### config.mk
export PLATFORM = sky130hd
export DESIGN_NAME = dm_bus_arbiter
export DESIGN_NICKNAME = d
export VERILOG_FILES = /design/src/rtl/dm_bus_arbiter.sv
export SDC_FILE = /design/constraint.sdc
export NUM_CORES = 1
export LEC_CHECK = 0
export CAP_MARGIN = 20
export CORE_AREA = 3 3 120 122
export CTS_CLUSTER_DIAMETER = 80
export DETAILED_ROUTE_END_ITERATION = 6
export DIE_AREA = 0 0 123 125
export GPL_TIMING_DRIVEN = 0
export PLACE_DENSITY = 0.67
export SLEW_MARGIN = 30
export SYNTH_ARGS = -nofsm -noshare
export SYNTH_HDL_FRONTEND = slang
export SYNTH_SLANG_ARGS = --single-unit
### constraint.sdc
create_clock -name clk -period 2.3 [get_ports clk]
set_input_delay 0.23 -clock clk [delete_from_list [all_inputs] [get_ports clk]]
set_output_delay 0.23 -clock clk [all_outputs]
set_load 0.01 [all_outputs]
### src/rtl/dm_bus_arbiter.sv
// Two-master system-bus arbiter: CPU load/store unit versus debug-module bus access.
// Optional response-phase timeout is compiled in with `define DM_BUS_TIMEOUT_EN.
module dm_bus_arbiter #(
  parameter int unsigned MAX_WAIT       = 8,
  parameter int unsigned TIMEOUT_CYCLES = 64
) (
  input  logic        clk,
  input  logic        rst_n,
  input  logic        cpu_req_i,
  input  logic        cpu_we_i,
  input  logic [31:0] cpu_addr_i,
  input  logic [31:0] cpu_wdata_i,
  input  logic [3:0]  cpu_sel_i,
  output logic        cpu_gnt_o,
  output logic        cpu_rvalid_o,
  output logic [31:0] cpu_rdata_o,
  input  logic        dm_req_i,
  input  logic        dm_we_i,
  input  logic [31:0] dm_addr_i,
  input  logic [31:0] dm_wdata_i,
  input  logic [3:0]  dm_sel_i,
  output logic        dm_gnt_o,
  output logic        dm_rvalid_o,
  output logic [31:0] dm_rdata_o,
  output logic        bus_req_o,
  output logic        bus_we_o,
  output logic [31:0] bus_addr_o,
  output logic [31:0] bus_wdata_o,
  output logic [3:0]  bus_sel_o,
  input  logic        bus_gnt_i,
  input  logic        bus_rvalid_i,
  input  logic [31:0] bus_rdata_i,
  output logic        dm_owner_o,
  output logic        timeout_err_o
);

  typedef enum logic [1:0] {IDLE, ADDR, DATA} state_t;

  localparam logic [7:0] MAX_WAIT_CNT = 8'(MAX_WAIT);

  if (MAX_WAIT < 1 || MAX_WAIT > 255) begin : g_bad_max_wait
    $error("dm_bus_arbiter: MAX_WAIT must be in 1..255");
  end
  if (TIMEOUT_CYCLES < 2 || TIMEOUT_CYCLES > 65535) begin : g_bad_timeout
    $error("dm_bus_arbiter: TIMEOUT_CYCLES must be in 2..65535");
  end

  state_t      state, state_next;
  logic        owner, owner_next;
  logic [7:0]  wait_cnt, wait_next;
  logic        owner_req, owner_we;
  logic [31:0] owner_addr, owner_wdata;
  logic [3:0]  owner_sel;
  logic        dm_wins, cpu_waiting;
  logic        gnt, rvalid, timeout;
  logic [31:0] rdata;

`ifdef DM_BUS_TIMEOUT_EN
  localparam logic [15:0] TIMEOUT_CNT = 16'(TIMEOUT_CYCLES);
  logic [15:0] tmo_cnt;
`endif

  // owner: 0 = CPU, 1 = DM; the non-owner's request fields never reach the bus.
  assign owner_req   = owner ? dm_req_i   : cpu_req_i;
  assign owner_we    = owner ? dm_we_i    : cpu_we_i;
  assign owner_addr  = owner ? dm_addr_i  : cpu_addr_i;
  assign owner_wdata = owner ? dm_wdata_i : cpu_wdata_i;
  assign owner_sel   = owner ? dm_sel_i   : cpu_sel_i;

  assign dm_wins     = dm_req_i && !(cpu_req_i && (wait_cnt >= MAX_WAIT_CNT));
  assign cpu_waiting = cpu_req_i && ((state == IDLE) ? dm_wins : owner);

  always_ff @(posedge clk) begin
    if (!rst_n) begin
      state    <= IDLE;
      owner    <= 1'b0;
      wait_cnt <= '0;
    end else begin
      state    <= state_next;
      owner    <= owner_next;
      wait_cnt <= wait_next;
    end
  end

  // Outputs are forced low while rst_n is low so an aborted transfer leaks nothing.
  always_comb begin
    state_next  = state;
    owner_next  = owner;
    bus_req_o   = 1'b0;
    bus_we_o    = 1'b0;
    bus_addr_o  = '0;
    bus_wdata_o = '0;
    bus_sel_o   = '0;
    gnt         = 1'b0;
    rvalid      = 1'b0;
    rdata       = '0;
    timeout     = 1'b0;
    if (rst_n) begin
      case (state)
        IDLE: begin
          if (cpu_req_i || dm_req_i) begin
            owner_next = dm_wins;
            state_next = ADDR;
          end
        end
        ADDR: begin
          if (!owner_req) begin
            state_next = IDLE;
          end else begin
            bus_req_o   = 1'b1;
            bus_we_o    = owner_we;
            bus_addr_o  = owner_addr;
            bus_wdata_o = owner_wdata;
            bus_sel_o   = owner_sel;
            if (bus_gnt_i) begin
              gnt = 1'b1;
              if (bus_rvalid_i) begin
                rvalid     = 1'b1;
                rdata      = bus_rdata_i;
                state_next = IDLE;
              end else begin
                state_next = DATA;
              end
            end
          end
        end
        DATA: begin
          if (bus_rvalid_i) begin
            rvalid     = 1'b1;
            rdata      = bus_rdata_i;
            state_next = IDLE;
          end
`ifdef DM_BUS_TIMEOUT_EN
          else if (tmo_cnt >= TIMEOUT_CNT) begin
            rvalid     = 1'b1;
            timeout    = 1'b1;
            state_next = IDLE;
          end
`endif
        end
        default: state_next = IDLE;
      endcase
    end
  end

  always_comb begin
    wait_next = wait_cnt;
    if (cpu_gnt_o) begin
      wait_next = '0;
    end else if (cpu_waiting && (wait_cnt != 8'hFF)) begin
      wait_next = wait_cnt + 8'd1;
    end
  end

`ifdef DM_BUS_TIMEOUT_EN
  // Held at zero outside DATA, so it restarts on every entry to the response phase.
  always_ff @(posedge clk) begin
    if (!rst_n || (state != DATA)) begin
      tmo_cnt <= '0;
    end else if (!bus_rvalid_i && (tmo_cnt != TIMEOUT_CNT)) begin
      tmo_cnt <= tmo_cnt + 16'd1;
    end
  end
`endif

  assign cpu_gnt_o     = gnt & ~owner;
  assign dm_gnt_o      = gnt & owner;
  assign cpu_rvalid_o  = rvalid & ~owner;
  assign dm_rvalid_o   = rvalid & owner;
  assign cpu_rdata_o   = owner ? 32'h0 : rdata;
  assign dm_rdata_o    = owner ? rdata : 32'h0;
  assign dm_owner_o    = rst_n && (state != IDLE) && owner;
  assign timeout_err_o = timeout;

endmodule

== Yosys cells after proc, flatten, opt, wreduce, memory -nomap -nowiden ==
Cells that the tools add are included.

* Muxes and demuxes: 43
* Add/sub/neg operators: 1
* Bitwise logic cells: 6
* Eq/ne operators: 6
* Reductions and logical operators: 13
* Magnitude comparators: 1

{| class="wikitable"
|+ Operator list
! operator !! count
|-
| $mux W32 || 14
|-
| $pmux W32 S2 || 1
|-
| $mux W1 || 17
|-
| $mux W4 || 4
|-
| $mux W2 || 5
|-
| $add A8 B1 Y8 const B || 1
|-
| $ge A8 B4 Y1 const B || 1
|-
| $ne A8 B8 Y1 const B || 1
|-
| $logic_and A1 B1 Y1 || 6
|-
| $pmux W2 S3 || 1
|-
| $and A1 B1 Y1 || 4
|-
| $ne A3 B3 Y1 const B || 1
|-
| $reduce_and A3 Y1 || 1
|-
| $eq A2 B1 Y1 const B || 1
|-
| $eq A2 B2 Y1 const B || 1
|-
| $logic_not A2 Y1 || 1
|-
| $ne A2 B1 Y1 const B || 1
|-
| $ne A2 B2 Y1 const B || 1
|-
| $not A1 Y1 || 2
|-
| $pmux W1 S2 || 1
|-
| $reduce_and A2 Y1 || 1
|-
| $reduce_bool A2 Y1 || 1
|-
| $reduce_or A2 Y1 || 1
|-
| $logic_not A1 Y1 || 1
|-
| $logic_or A1 B1 Y1 || 1
|}

* Bits in registers: 11
* Output and inout bits: 140
* Input bits: 176

== Logic depth before layout (Yosys ltp) ==
* Word-level depth: 7
* Depth in mapped cells: 7
* Mapped depth without buffers: 6

== Worst setup path after synthesis ==
OpenSTA, ideal clock, no wires.

* Path type: register to register
* Start point: reg wait_cnt[3]
* End point: reg wait_cnt[5]
* Path slack: 0.398 ns
* Required time: 2.170 ns
* Arrival time: 1.772 ns
* Library setup time: 0.130 ns
* Clock period less this slack: 1.902 ns
* Buffers on the path: 1
* Stages on the path, launching flop included: 6
* Cell sequence: dfxtp_1 > or4_4 > o31a_1 > buf_2 > o41ai_1 > a21oi_1

* Word-level cells in the longest chain between the ends: 7
* Elaborated cells on any way between the ends: 9
* Those cells by class: add/sub (1); order compare (1); eq/ne (1); mux (1); reduce/logical (5)

{| class="wikitable"
|+ Ends and longest elaborated chain
! what !! RTL line !! RTL
|-
| from (decl) || 50 || <nowiki>logic [7:0] wait_cnt, wait_next;</nowiki>
|-
| from (signal assigned) || 81 || <nowiki>wait_cnt <= wait_next;</nowiki>
|-
| $ge A8 B4 Y1 || 70 || <nowiki>assign dm_wins = dm_req_i && !(cpu_req_i && (wait_cnt >= MAX_WAIT_CNT));</nowiki>
|-
| $logic_and A1 B1 Y1 || 70 ||
|-
| $logic_not A1 Y1 || 70 ||
|-
| $logic_and A1 B1 Y1 || 70 ||
|-
| $mux W1 || 71 || <nowiki>assign cpu_waiting = cpu_req_i && ((state == IDLE) ? dm_wins : owner);</nowiki>
|-
| $logic_and A1 B1 Y1 || 71 ||
|-
| $logic_and A1 B1 Y1 || 150 || <nowiki>end else if (cpu_waiting && (wait_cnt != 8'hFF)) begin</nowiki>
|}

Parallel ways exist; a longest one is shown, timed or not.
A chain may end at the register's enable or synchronous reset.

== Final worst setup path ==
* Start point: reg owner
* End point: out bus_wdata_o[5]

* Word-level cells in the longest chain between the ends: 4
* Elaborated cells on any way between the ends: 5
* Those cells by class: mux (5)

{| class="wikitable"
|+ Ends and longest elaborated chain
! what !! RTL line !! RTL
|-
| from (decl) || 49 || <nowiki>logic owner, owner_next;</nowiki>
|-
| from (signal assigned) || 80 || <nowiki>owner <= owner_next;</nowiki>
|-
| $mux W32 / $mux W1 (equally long branches) || 67, 64 ||
|-
| $mux W32 (*) || 107 || <nowiki>if (!owner_req) begin</nowiki>
|-
| $mux W32 (*) || 99 || <nowiki>case (state)</nowiki>
|-
| $mux W32 (*) || 98 || <nowiki>if (rst_n) begin</nowiki>
|-
| to (decl) || 28 || <nowiki>output logic [31:0] bus_wdata_o,</nowiki>
|}

Every way passes the cells marked *; elsewhere a longest branch is shown, timed or not.

==> flow_summary.yaml <==
synth:
  netlist_area_mm2: 0.00221
  synthTopCellsByArea: "mux2i_1 (32%), and3_1 (19%), nor2_1 (12%)"
  synth-compound-area-share_pct: 7.24
  synthCells: 323
  yosysUniqueCellTypes: 38
  synth_fp_nets: 504
  yosysTopAreaCellShare_pct: 32.1
  synthXorXnorAreaFrac_pct: 0
  yosys_warnings: 0
  avgSynthCellArea_um2: 6.85
  synth_adder_area_share_pct: 2.83
  ys_seq_area_share_pct: 9.95
  ys_ff_latch: 11
  synthMuxAreaShare_pct: 32.6
  synth_area_leader_cell: "mux2i_1"
  synth_top_family_by_area: "simple AND/OR/NAND/NOR gates"
  synthSimpleGateAreaFrac_pct: 40.7
setup_path:
  arrival_ns: 1.98
  cpLargestDelayFamily: "buffers and inverters"
  path_cells: "buf_4, buf_2, mux2i_1, nor2_1, clkdlybuf4s50_1"
  cp.depth: 5
  critPathLaunchType: "flip-flop"
  endpoint_kind: "output pin"
  slowest_delay_ns: 0.56
  critPathRequiredTime_ns: 2.07
  r2r_cells: 5
  cp_max_fo: 10
  crit_slowest_cell: "clkdlybuf4s50_1"
  path_class: "flip-flop to output pin"
  r2r_slack_ns: 0.17
  critPathBufInv: 3
final_layout:
  n_antenna_cell: 0
  drive_above_1_share_pct: 7.02
  fillers: 1359
  areaGrowthSynthToFinish_pct: 163
  final_cell_mix: "clkdlybuf4s50_1 (243), nor2_1 (71), mux2i_1 (70), and3_1 (66), dlygate4sd2_1 (39)"
  num-nets-final: 823
  mostFrequentLayoutCell: "clkdlybuf4s50_1"
  design_area_mm2: 0.00582
grt:
  busiest_layer: "met2"
  grt_max_degree: 11
  antenna_found_initial: 0
  grtUsageMet1_pct: 19.4
  gr-usage-met3_pct: 5.28
  overflow: 0
  first_global_vias: 3817
  grt_util_all_layers_pct: 17.7
  grt_util_met2_pct: 32.8
  grt_pass1_wl_mm: 21.5
clock_network:
  holdBufCountCts: 0
  clock-sinks: 11
  htree_levels: 1
  cts_root_buffer: "clkbuf_16"
  clock_latency_ns: 0.24
  path_clk_slew_ns: 0.04
  cts_buffers: 3
  cts_tree: "yes"
  clockBufferDepth: 2
placed_design:
  portBuffers: 313
  place_area_mm2: 0.00557
  gp_congestion: 0.896
  hpwlAfterDp_mm: 12.3
sta:
  tightestPinTransition_ns: 0.603
  min_period_ns: 2.21
  min_period_over_period_pct: 96.0
  max_freq_mhz: 453
  hold_viol_final: 0
  skew_ns: 0.00790
  relSlewSlack_pct: 59.6
  rsz0062_at_grt: "true"
  setup_viol: 0
  maxSlewViolCount: 0
power:
  total_power_uw: 1510
  irDropWorstVdd_mv: 0.167
  p_leak_uw: 0.00293
  cellPowerDensity_mw_per_mm2: 259
flow_run:
  maxCapViolations: 0
die:
  ios: 316
  core_mm2: 0.0133
  start_util_pct: 16.6
  core.rowCount: 42
  die_area_mm2: 0.0154
  die_h_um: 125
  dieWidth_um: 123
worst_hold_path:
  holdPathStages: 3
  hp-class: "input port to flip-flop"
routing:
  ant_nets: 0
  wirelength_mm: 14.7
  first_pass_iters: 5
  vias: 3654
  via_per_inst: 4.47
  drc_errors: 0
  dr.first_iter.drc_count: 110
  wire_per_inst_um: 18.0
status:
  status: "finished clean"
[final cells by class]
type,count,area [µm²],area share (%)
clock inverters,1,5.00,0.0861
well taps,176,220,3.79
flip-flops and latches,11,225,3.87
multi-input cells,275,1910,32.8
repair buffers,314,3130,53.9
clock buffers,3,75.1,1.29
inverters,6,22.5,0.387
plain buffers,31,228,3.92
[worst register-to-register path, stage by stage (launching register included)]
cell and delay, ns:
dfxtp_1 0.35, or4_4 0.56, o31a_1 0.36, buf_2 0.21, o311ai_0 0.38, o41ai_1 0.14
[report_power, final]
group          total [µW]  leakage (µW)  internal [µW]  switching (µW)
clock network         326     0.0000409            231            94.7
logic                 964       0.00279            563             401
registers             215     0.0000902            203            12.7
[registers in the layout, summed over array words and instances, names as in the netlist]
signal    flops
state         2
owner         1
wait_cnt      8
[worst paths after layout]
path,startpoint,endpoint
worst max register to register,wait_cnt[3]$_SDFFE_PP0P_,wait_cnt[2]$_SDFFE_PP0P_
worst min-delay path,rst_n,state[0]$_SDFFE_PN0P_
worst min register to register,state[1]$_SDFFE_PN0P_,state[1]$_SDFFE_PN0P_
worst max-delay path,owner$_SDFFE_PN0P_,bus_wdata_o[5]
[kinds of logic (layout without fill, tap and decap cells)]
family                     after synthesis  in the layout
muxes                                   72             72
buffers and inverters                   37            355
other                                    1              1
AOI/OAI and AO/OA                       23             23
and+or+nand+nor                        174            174
adders and majority gates                5              5
DFF                                     11             11
[Yosys cell counts]
cell type and instances:
and2_1 2, nand3b_1 2, inv_1 6, o21ai_0 3, buf_4 1, o21ba_2 1
nand2b_1 2, o41ai_1 3, buf_2 1, clkbuf_1 29, nand2_1 8, nor2b_1 5
nor3_1 1, a32oi_1 1, o31ai_1 4, o31a_1 1, mux2i_1 71, a31oi_1 1
mux2_2 1, ha_1 5, o211ai_1 1, and2_0 1, or3_1 1, a21oi_1 6
nor2_1 72, a41oi_1 1, nand3_1 6, nand4_1 1, o311ai_0 1, or4_4 1
conb_1 1, or4b_1 1, dfxtp_1 11, or4_1 2, and4b_1 1, nor3b_1 1
nor4b_1 1, and3_1 66
[what timing repair did]
| action | CTS | global route |
|---|---|---|
| pin swaps | 2 | 1 |
| resized for setup | 105 | 49 |
| setup endpoints to repair | 139 | 96 |
| setup buffers | 1 | 0 |
[layer usage]
layer / share of wire, % / wire [µm] / up-vias
met5: 0 / 0 / -
met4: 1.9 / 274 / 0
met3: 11 / 1620 / 17
met2: 50 / 7350 / 222
met1: 37 / 5490 / 1632
li1: - / - / 1783
[metrics by stage]
step / instances / hold WS [ns] / util (%) / worst slack (ns) / setup TNS (ns)
3_5_place_dp: 812 / 0.480 / 41.9 / -0.751 / -67.82
6_report: 817 / 0.395 / 43.7 / 0.0930 / 0
2_1_floorplan: 323 / 0.410 / - / 0.398 / 0
3_3_place_gp: 812 / 0.465 / 41.9 / -0.697 / -62.36
4_1_cts: 817 / 0.401 / 43.1 / 0.000966 / 0
5_1_grt: 817 / 0.424 / 43.7 / -0.0317 / -0.0489
(Power assumes the default switching activity.)
